**src/rtl/ysyx_25020037_wbu_pkg.sv**
```systemverilog
// Shared definitions for the write-back stage.
//   - WB_SEL_* : write-back source select encodings
//   - bus widths towards the GPR/CSR register file
//   - FSM state encoding
//   - packed layout of wu_to_gu_bus (MSB first)
package ysyx_25020037_wbu_pkg;

    localparam logic [1:0] WB_SEL_ALU  = 2'd0;
    localparam logic [1:0] WB_SEL_LOAD = 2'd1;
    localparam logic [1:0] WB_SEL_CSR  = 2'd2;
    localparam logic [1:0] WB_SEL_PC4  = 2'd3;

    localparam int WU_TO_GU_BUS_WD = 74;
    localparam int EU_TO_GU_BUS_WD = 3;

    typedef enum logic [1:0] {
        ST_EMPTY  = 2'd0,
        ST_FULL   = 2'd1,
        ST_HALTED = 2'd2
    } wbu_state_e;

    // Field order defines the bit layout: rd lands in [73:70], gpr_wdata in [31:0].
    typedef struct packed {
        logic [3:0]  rd;
        logic        ecall_en;
        logic        mret_en;
        logic [2:0]  csr_wen;        // {mtvec_wen, mepc_wen, mstatus_wen}
        logic [31:0] csr_wcsr_data;
        logic        gpr_wen;
        logic [31:0] gpr_wdata;
    } wu_to_gu_bus_t;

endpackage

```
**src/rtl/ysyx_25020037_wb_mux.sv**
```systemverilog
// Write-back value select and GPR write gating.
//   i_wb_sel      : source select (ALU / load / CSR read / pc+4)
//   i_pc, i_alu_res, i_load_data, i_csr_rdata : candidate sources
//   i_rd, i_gpr_wen, i_trap : destination and raw write enable, trap flag
//   o_gpr_wdata   : selected value
//   o_gpr_wen     : write enable, suppressed for rd==0 and for traps
module ysyx_25020037_wb_mux
    import ysyx_25020037_wbu_pkg::*;
#(
    parameter int XLEN = 32,
    parameter int RD_W = 4
) (
    input  logic [1:0]      i_wb_sel,
    input  logic [XLEN-1:0] i_pc,
    input  logic [XLEN-1:0] i_alu_res,
    input  logic [XLEN-1:0] i_load_data,
    input  logic [XLEN-1:0] i_csr_rdata,
    input  logic [RD_W-1:0] i_rd,
    input  logic            i_gpr_wen,
    input  logic            i_trap,
    output logic [XLEN-1:0] o_gpr_wdata,
    output logic            o_gpr_wen
);

    always_comb begin
        o_gpr_wdata = i_alu_res;
        case (i_wb_sel)
            WB_SEL_ALU:  o_gpr_wdata = i_alu_res;
            WB_SEL_LOAD: o_gpr_wdata = i_load_data;
            WB_SEL_CSR:  o_gpr_wdata = i_csr_rdata;
            WB_SEL_PC4:  o_gpr_wdata = i_pc + XLEN'(4);   // wraps naturally
            default:     o_gpr_wdata = i_alu_res;
        endcase
    end

    assign o_gpr_wen = i_gpr_wen & (i_rd != '0) & ~i_trap;

endmodule

```
**src/rtl/ysyx_25020037_wbu.sv**
```systemverilog
// Write-back / commit stage.
//   lsu_valid / wbu_ready : upstream handshake; a payload moves on the cycle
//     both are high (valid may not depend on ready; ready never depends on valid).
//   in_*                  : retired-instruction payload from the LSU
//   commit_stall          : holds a buffered instruction uncommitted
//   wbu_valid             : one-cycle commit strobe qualifying wu_to_gu_bus
//   redirect_valid/pc     : trap redirect (ecall -> mtvec, mret -> mepc)
//   halt                  : sticky, set the edge after an ebreak commits
//   retire_cnt            : committed instruction count
//   dbg_state             : current FSM state
module ysyx_25020037_wbu
    import ysyx_25020037_wbu_pkg::*;
#(
    parameter int XLEN  = 32,
    parameter int RD_W  = 4,
    parameter int CNT_W = 64
) (
    input  logic                       clk,
    input  logic                       rst,
    input  logic                       lsu_valid,
    output logic                       wbu_ready,
    input  logic [XLEN-1:0]            in_pc,
    input  logic [RD_W-1:0]            in_rd,
    input  logic                       in_gpr_wen,
    input  logic [1:0]                 in_wb_sel,
    input  logic [XLEN-1:0]            in_alu_res,
    input  logic [XLEN-1:0]            in_load_data,
    input  logic [XLEN-1:0]            in_csr_rdata,
    input  logic [XLEN-1:0]            in_csr_wdata,
    input  logic [EU_TO_GU_BUS_WD-1:0] in_csr_wen,
    input  logic                       in_ecall,
    input  logic                       in_mret,
    input  logic                       in_ebreak,
    input  logic                       commit_stall,
    output logic                       wbu_valid,
    output logic [WU_TO_GU_BUS_WD-1:0] wu_to_gu_bus,
    output logic                       redirect_valid,
    output logic [XLEN-1:0]            redirect_pc,
    output logic                       halt,
    output logic [CNT_W-1:0]           retire_cnt,
    output logic [1:0]                 dbg_state
);

    wbu_state_e    r_state;
    wu_to_gu_bus_t r_bus;
    logic [XLEN-1:0]  r_redirect_pc;
    logic             r_ebreak;
    logic             r_halt;
    logic [CNT_W-1:0] r_retire_cnt;

    logic          w_commit;
    logic          w_capture;
    logic          w_trap;
    logic          w_mret_en;
    logic [XLEN-1:0] w_gpr_wdata;
    logic          w_gpr_wen;
    wu_to_gu_bus_t w_next_bus;

    assign w_commit  = (r_state == ST_FULL) & ~commit_stall;
    // A committing ebreak must not let a younger instruction in behind it.
    assign wbu_ready = (r_state == ST_EMPTY) | (w_commit & ~r_ebreak);
    assign w_capture = lsu_valid & wbu_ready;

    assign w_trap    = in_ecall | in_mret;
    assign w_mret_en = in_mret & ~in_ecall;   // ecall has priority

    ysyx_25020037_wb_mux #(
        .XLEN (XLEN),
        .RD_W (RD_W)
    ) u_wb_mux (
        .i_wb_sel    (in_wb_sel),
        .i_pc        (in_pc),
        .i_alu_res   (in_alu_res),
        .i_load_data (in_load_data),
        .i_csr_rdata (in_csr_rdata),
        .i_rd        (in_rd),
        .i_gpr_wen   (in_gpr_wen),
        .i_trap      (w_trap),
        .o_gpr_wdata (w_gpr_wdata),
        .o_gpr_wen   (w_gpr_wen)
    );

    always_comb begin
        w_next_bus               = '0;
        w_next_bus.rd            = in_rd;
        w_next_bus.ecall_en      = in_ecall;
        w_next_bus.mret_en       = w_mret_en;
        w_next_bus.csr_wen       = in_csr_wen;
        // On ecall the CSR write port carries the faulting pc into mepc.
        w_next_bus.csr_wcsr_data = in_ecall ? in_pc : in_csr_wdata;
        w_next_bus.gpr_wen       = w_gpr_wen;
        w_next_bus.gpr_wdata     = w_gpr_wdata;
    end

    always_ff @(posedge clk or posedge rst) begin
        if (rst) begin
            r_state       <= ST_EMPTY;
            r_bus         <= '0;
            r_redirect_pc <= '0;
            r_ebreak      <= 1'b0;
            r_halt        <= 1'b0;
            r_retire_cnt  <= '0;
        end else begin
            if (w_capture) begin
                r_bus         <= w_next_bus;
                r_redirect_pc <= w_trap ? in_csr_rdata : '0;
                r_ebreak      <= in_ebreak;
            end
            if (w_commit) begin
                r_retire_cnt <= r_retire_cnt + CNT_W'(1);
            end
            if (w_commit && r_ebreak) begin
                r_halt <= 1'b1;
            end
            case (r_state)
                ST_EMPTY: begin
                    if (w_capture) r_state <= ST_FULL;
                end
                ST_FULL: begin
                    if (w_commit) begin
                        if (r_ebreak)       r_state <= ST_HALTED;
                        else if (w_capture) r_state <= ST_FULL;
                        else                r_state <= ST_EMPTY;
                    end
                end
                ST_HALTED: r_state <= ST_HALTED;
                default:   r_state <= ST_EMPTY;
            endcase
        end
    end

    assign wbu_valid      = w_commit;
    assign wu_to_gu_bus   = r_bus;
    assign redirect_valid = w_commit & (r_bus.ecall_en | r_bus.mret_en);
    assign redirect_pc    = r_redirect_pc;
    assign halt           = r_halt;
    assign retire_cnt     = r_retire_cnt;
    assign dbg_state      = r_state;

endmodule

```
**config.mk**
```make
export PLATFORM = sky130hd
export DESIGN_NAME = ysyx_25020037_wbu
export DESIGN_NICKNAME = d
export VERILOG_FILES = /design/src/rtl/ysyx_25020037_wbu_pkg.sv /design/src/rtl/ysyx_25020037_wb_mux.sv /design/src/rtl/ysyx_25020037_wbu.sv
export SDC_FILE = /design/constraint.sdc
export NUM_CORES = 1
export LEC_CHECK = 0
export ABC_AREA = 1
export CORE_MARGIN = 1.5
export CORE_UTILIZATION = 49
export DETAILED_ROUTE_END_ITERATION = 16
export PLACE_DENSITY = 0.86
export SLEW_MARGIN = 20
export SYNTH_ARGS = -nofsm -noshare
export SYNTH_HDL_FRONTEND = slang
export SYNTH_SLANG_ARGS = --single-unit
```
**constraint.sdc**
```tcl
create_clock -name clk -period 9 [get_ports clk]
set_input_delay 0.9 -clock clk [delete_from_list [all_inputs] [get_ports clk]]
set_output_delay 0.9 -clock clk [all_outputs]
set_load 0.02 [all_outputs]
```
# Yosys cells after proc, flatten, opt, wreduce, memory -nomap -nowiden
# Index checks and enable logic that the tools add are counted.
[classes]
muxes = 8
addsub = 2
n_reduce_logical = 5
n_eq_ne = 7
n_bitwise = 14
[op_table]
columns = ["operator", "count"]
rows = [
  ["32-bit one-hot mux with 4 select lines", 1],
  ["64-bit by 1-bit adder with 64-bit output (second input constant)", 1],
  ["32-bit two-way mux", 2],
  ["32-bit by 3-bit adder with 32-bit output (second input constant)", 1],
  ["1-bit bitwise AND", 7],
  ["2-bit equality test (second input constant)", 3],
  ["2-bit two-way mux", 3],
  ["2-bit one-hot mux with 3 select lines", 1],
  ["2-bit by 1-bit equality test with 1-bit output (second input constant)", 2],
  ["2-bit zero test", 2],
  ["2-bit inequality test (second input constant)", 2],
  ["1-bit NOT", 4],
  ["4-bit nonzero test", 1],
  ["1-bit OR", 3],
  ["2-bit AND reduction", 1],
  ["1-bit logical AND", 1],
  ["1-bit two-way mux", 1],
]
[totals]
reg_bits = 174
inputBits = 177

# Depth between registers and ports, before layout
[depth]
word_depth = 9
ltp_mapped = 11
ltp_nobuf = 11

# Hierarchy
# Synthesis repeated with hierarchy kept, for this count alone.
[unflattened]
cells_unflattened = 1350
hier_area_um2 = 9668.0
[modules_own_cells]
columns = ["mod", "cells_each", "area_per_inst_um2", "n_inst", "seq_area_each_um2"]
rows = [
  ["ysyx_25020037_wbu", 997, 8040.2, 1, 4354.2],
  ["ysyx_25020037_wb_mux", 353, 1627.8, 1, 0.0],
]

# Worst setup path after synthesis
# No wires, ideal clock.
[synth_path]
kind = "input port to output port"
from = "in commit_stall"
to = "out redirect_valid"
t_arrival_ps = 1623
setup_slack_ps = 6477
n_path_buf = 1
stages = 4
path_cell_list = "inv_1 nand3_2 buf_2 a21oi_1"
[synth_via]
elab_chain_len = 3
[synth_lines]
columns = ["item", "line", "text"]
rows = [
  ["from (decl)", "ysyx_25020037_wbu.sv:34", "input logic commit_stall,"],
  ["1-bit NOT", "ysyx_25020037_wbu.sv:59", "assign w_commit = (r_state == ST_FULL) & ~commit_stall;"],
  ["1-bit bitwise AND", "ysyx_25020037_wbu.sv:59", ""],
  ["1-bit bitwise AND", "ysyx_25020037_wbu.sv:134", "assign redirect_valid = w_commit & (r_bus.ecall_en | r_bus.mret_en);"],
  ["to (decl)", "ysyx_25020037_wbu.sv:37", "output logic redirect_valid,"],
]
# No other way between the ends.

# Worst setup path after layout
[layout_path]
from = "in in_ecall"
to = "reg r_redirect_pc[25], in the netlist redirect_pc[25]"
[layout_via]
elab_chain_len = 2
[layout_lines]
columns = ["item", "line", "text"]
rows = [
  ["from (decl)", "ysyx_25020037_wbu.sv:31", "input logic in_ecall,"],
  ["1-bit OR", "ysyx_25020037_wbu.sv:64", "assign w_trap = in_ecall | in_mret;"],
  ["32-bit two-way mux", "ysyx_25020037_wbu.sv:106", "r_redirect_pc <= w_trap ? in_csr_rdata : '0;"],
  ["to (signal assigned)", "ysyx_25020037_wbu.sv:106", ""],
  ["to (decl)", "ysyx_25020037_wbu.sv:46", "logic [XLEN-1:0] r_redirect_pc;"],
]
# No other way between the ends.
# A chain may end at the register's enable or synchronous reset.

==> impl_metrics.csv <==
group,metric,value,unit
yosys,synth_cells,1377,
floorplanning,die-area,21100,um2
floorplanning,floorplan.die.height,145,um
yosys,synth_area_leader_cell,"dfrtp_1",
worst_setup_path,crit_path_max_fanout,34,
routing,drc_marker_count_from_the_first_detailed_route_iteration,715,
yosys,post_synth_most_frequent_cells,"nand2_1, nor2_1, dfrtp_1, inv_1, nand3_1",
sta,relSlewSlack,0.238,
worst_setup_path,cp_data_arrival_time,4.36,ns
global_routing,global_route.usage.total,0.337,
worst_setup_path,worstPathCellList,"clkdlybuf4s50_1, buf_4, clkinv_1, nand2_1, nand2_1, o21ai_0",
place,place.port_buffers,352,
cts,cts-root-buf,"clkbuf_16",
global_routing,grt_overflow,0,
yosys,post-synth-top-area-fraction,0.439,
cts,worst_skew_late_latency,0.45,ns
sta,timing_hold_violations_final,0,
place,place.gp.congestion,0.960,
pwr,irDropWorstVdd,0.174,mV
cts,cts_setup_buffers,0,
routing,detail_route.wirelength.met1,12.9,mm
finish,postLayoutCoreUtil,0.724,
place,dp_wirelength,27.6,mm
routing,vias_per_cell,5.35,
cts,htreeDepth,4,
global_routing,largest_net_degree_at_the_start_of_global_routing,118,
worst_setup_path,cp_data_required_time,9.35,ns
routing,dr_total_vias,10700,
pwr,power_density_cells,243,nW/um2
global_routing,grt_pass1_vias,10200,
finish,number_of_filler_cells_placed_in_the_layout,1632,
worst_setup_path,timing.critical_path.mode_cell,"nand2_1",
yosys,syn-mean-instance-area,7.20,um2
routing,drt-total-wl,35.6,mm
sta,final_period_minus_worst_setup_slack,4.02,ns
yosys,synth_seq_cells,174,
routing,antenna_left,0,
cts,tritoncts,"done",
finish,drive_above_1_share,0.0529,
sta,timing.fmax,0.249,GHz
yosys,synth.most_common_cell,"nand2_1",
routing,detail_route.first_pass.iterations,5,
hold_path,hold_class,"register to register",
yosys,ys_dominant_reg_cell,"dfrtp_1",
run,cap_viol_max_count,0,
yosys,synth_cell_types,43,
routing,dr_wl_met2,18.0,mm
cts,post_cts_hold_buffer_count,0,
sta,fin_tns_setup,0,ns
cts,cts_repair_resize_count,0,
pwr,fin_total_pwr,3.46,mW
routing,route.detailed.drc,0,
routing,routedWlPerCell,17.9,um
cts,cts-root-to-sink-buffers,2,
sta,setup-violations-final,0,
floorplanning,io_pins,353,
finish,final_net_count,1887,
pwr,static-leakage-power,6.32,nW
floorplanning,std_cell_rows,51,
worst_setup_path,crit_path_end_kind,"register",
finish,syn2layout_area_growth,43.6,%
worst_setup_path,critical-path-max-stage-delay,1.24,ns
yosys,share_of_synthesized_registers_carrying_an_async_set_or_reset,1.00,
worst_setup_path,critical_path_cell_with_the_highest_stage_delay,"nand2_1",
cts,cts.reportedPaths.clkPinSlew,0.07,ns
sta,share_of_the_clock_period_used_by_the_worst_path_after_layout,0.447,
place,detailedPlace.worstSlack,4.56,ns
yosys,yosys-top-cells-area,"dfrtp_1, nand2_1, nor2_1, inv_1, nand3_1",
sta,skew,0.0153,ns
global_routing,global_route_wire_length_before_repair,55.3,mm
sta,grt_setup_unrepaired,"no",
worst_setup_path,startpoint_type,"input port",
yosys,synth_nets,1556,
sta,setup_ws,4.98,ns
yosys,synth.yosys.warnings,0,
worst_setup_path,critPathKind,"input port to register",
floorplanning,floorplan.initialDensity,0.505,
cts,numCtsBuffers,17,
sta,worstMarginPinSlew,1.14,ns
sta,final-max-slew-violation-count,0,
floorplanning,die_w,145,um
outcome,outcome,"completed",
yosys,synth_sequential_area_ratio,0.439,
routing,detailroute.wirelength.met3,3.03,mm
global_routing,grt_antenna_before_repair,4,
yosys,synth_edf_count,0,
cts,clock_sink_count,174,
routing,dr.max_layer_used,"met4",
yosys,synth.cell_area,9920,um2
floorplanning,floorplan.core_area,19700,um2
-- placed cells by master (no fill, tap or decap), drive strengths merged, types with 2 or more instances in the layout --
master / synthesis / final
nor2: 232 / 232
dfrtp: 174 / 174
diode: 0 / 5
or2: 3 / 3
xnor2: 19 / 19
and2: 3 / 3
a221oi: 23 / 23
nand4: 23 / 23
xor2: 23 / 23
o21ai: 58 / 58
nand2: 530 / 530
bufinv: 0 / 2
nand3: 71 / 71
nor4: 2 / 2
a21oi: 13 / 13
a31oi: 33 / 33
clkinv: 2 / 8
o21bai: 3 / 3
nor3: 9 / 9
buf: 28 / 8
clkdlybuf4s50: 0 / 352
nand3b: 9 / 9
clkbuf: 20 / 19
inv: 91 / 95
ha: 2 / 2
-- state kept, by name (all words and copies together) (netlist names) --
signal	cells
wu_to_gu_bus	74
retire_cnt	64
redirect_pc	32
dbg_state	2
halt	1
r_ebreak	1
-- critical path, delay by kind of cell --
family	cells	cell delay, ns
simple gates	2	1.44
buf+inv	3	1.70
compound gates	1	0.28
-- path summary, 6_finish.rpt --
path | slack, ns | cells after the start | endpoint | startpoint
min in group asynchronous | 1.03 | 2 | retire_cnt[0] | rst
worst max-delay path | 4.98 | 6 | redirect_pc[25] | in_ecall
worst min register to register | 0.47 | 2 | halt | halt
max in group asynchronous | 6.68 | 3 | redirect_pc[14] | rst
worst min-delay path | 0.47 | 2 | halt | halt
worst max register to register | 6.43 | 6 | wu_to_gu_bus[1] | dbg_state[1]
-- cell families (layout without fill, tap and decap cells) --
kind of cell / after synthesis / count (layout) / share of synthesized area
buffers and inverters: 141 / 485 / 0.0569
adders and majority gates: 2 / 2 / 0.00252
other: 0 / 5 / 0
AOI/OAI and AO/OA: 133 / 133 / 0.0820
xor gates and xnor gates: 42 / 42 / 0.0371
DFF: 174 / 174 / 0.439
and+or+nand+nor: 885 / 885 / 0.382
-- where the power goes --
part	leakage, nW	switching, mW	internal (mW)
sequential	2.19	0.166	1.03
combinational	3.84	0.857	0.657
clock	0.287	0.339	0.416
-- layout make-up --
cell class	count	area, um2	area share
multi-input combinational	1062	5010	0.352
sequential	174	4350	0.306
timing repair buffer	360	3580	0.252
clock buffer	19	433	0.0304
inverter	93	357	0.0250
tap	265	332	0.0233
clock inverter	13	158	0.0111
antenna	5	12.5	0.000879
-- layer usage --
| layer | global-route usage | vias up |
|---|---|---|
| met4 | 0.161 | 0 |
| met5 | 0 | - |
| met3 | 0.0899 | 110 |
| li1 | - | 5074 |
| met1 | 0.377 | 4983 |
| met2 | 0.593 | 486 |
-- through the flow --
stage          hold WS (ns)  std cells  area, um2
3_5_place_dp          0.464       1954      13600
5_1_grt               0.504       1988      14200
6_report              0.473       1991      14200
2_1_floorplan         0.489       1377       9920
4_1_cts               0.480       1986      14200
3_3_place_gp          0.448       1954      13600
No activity file was read; power rests on OpenSTA's default activity.
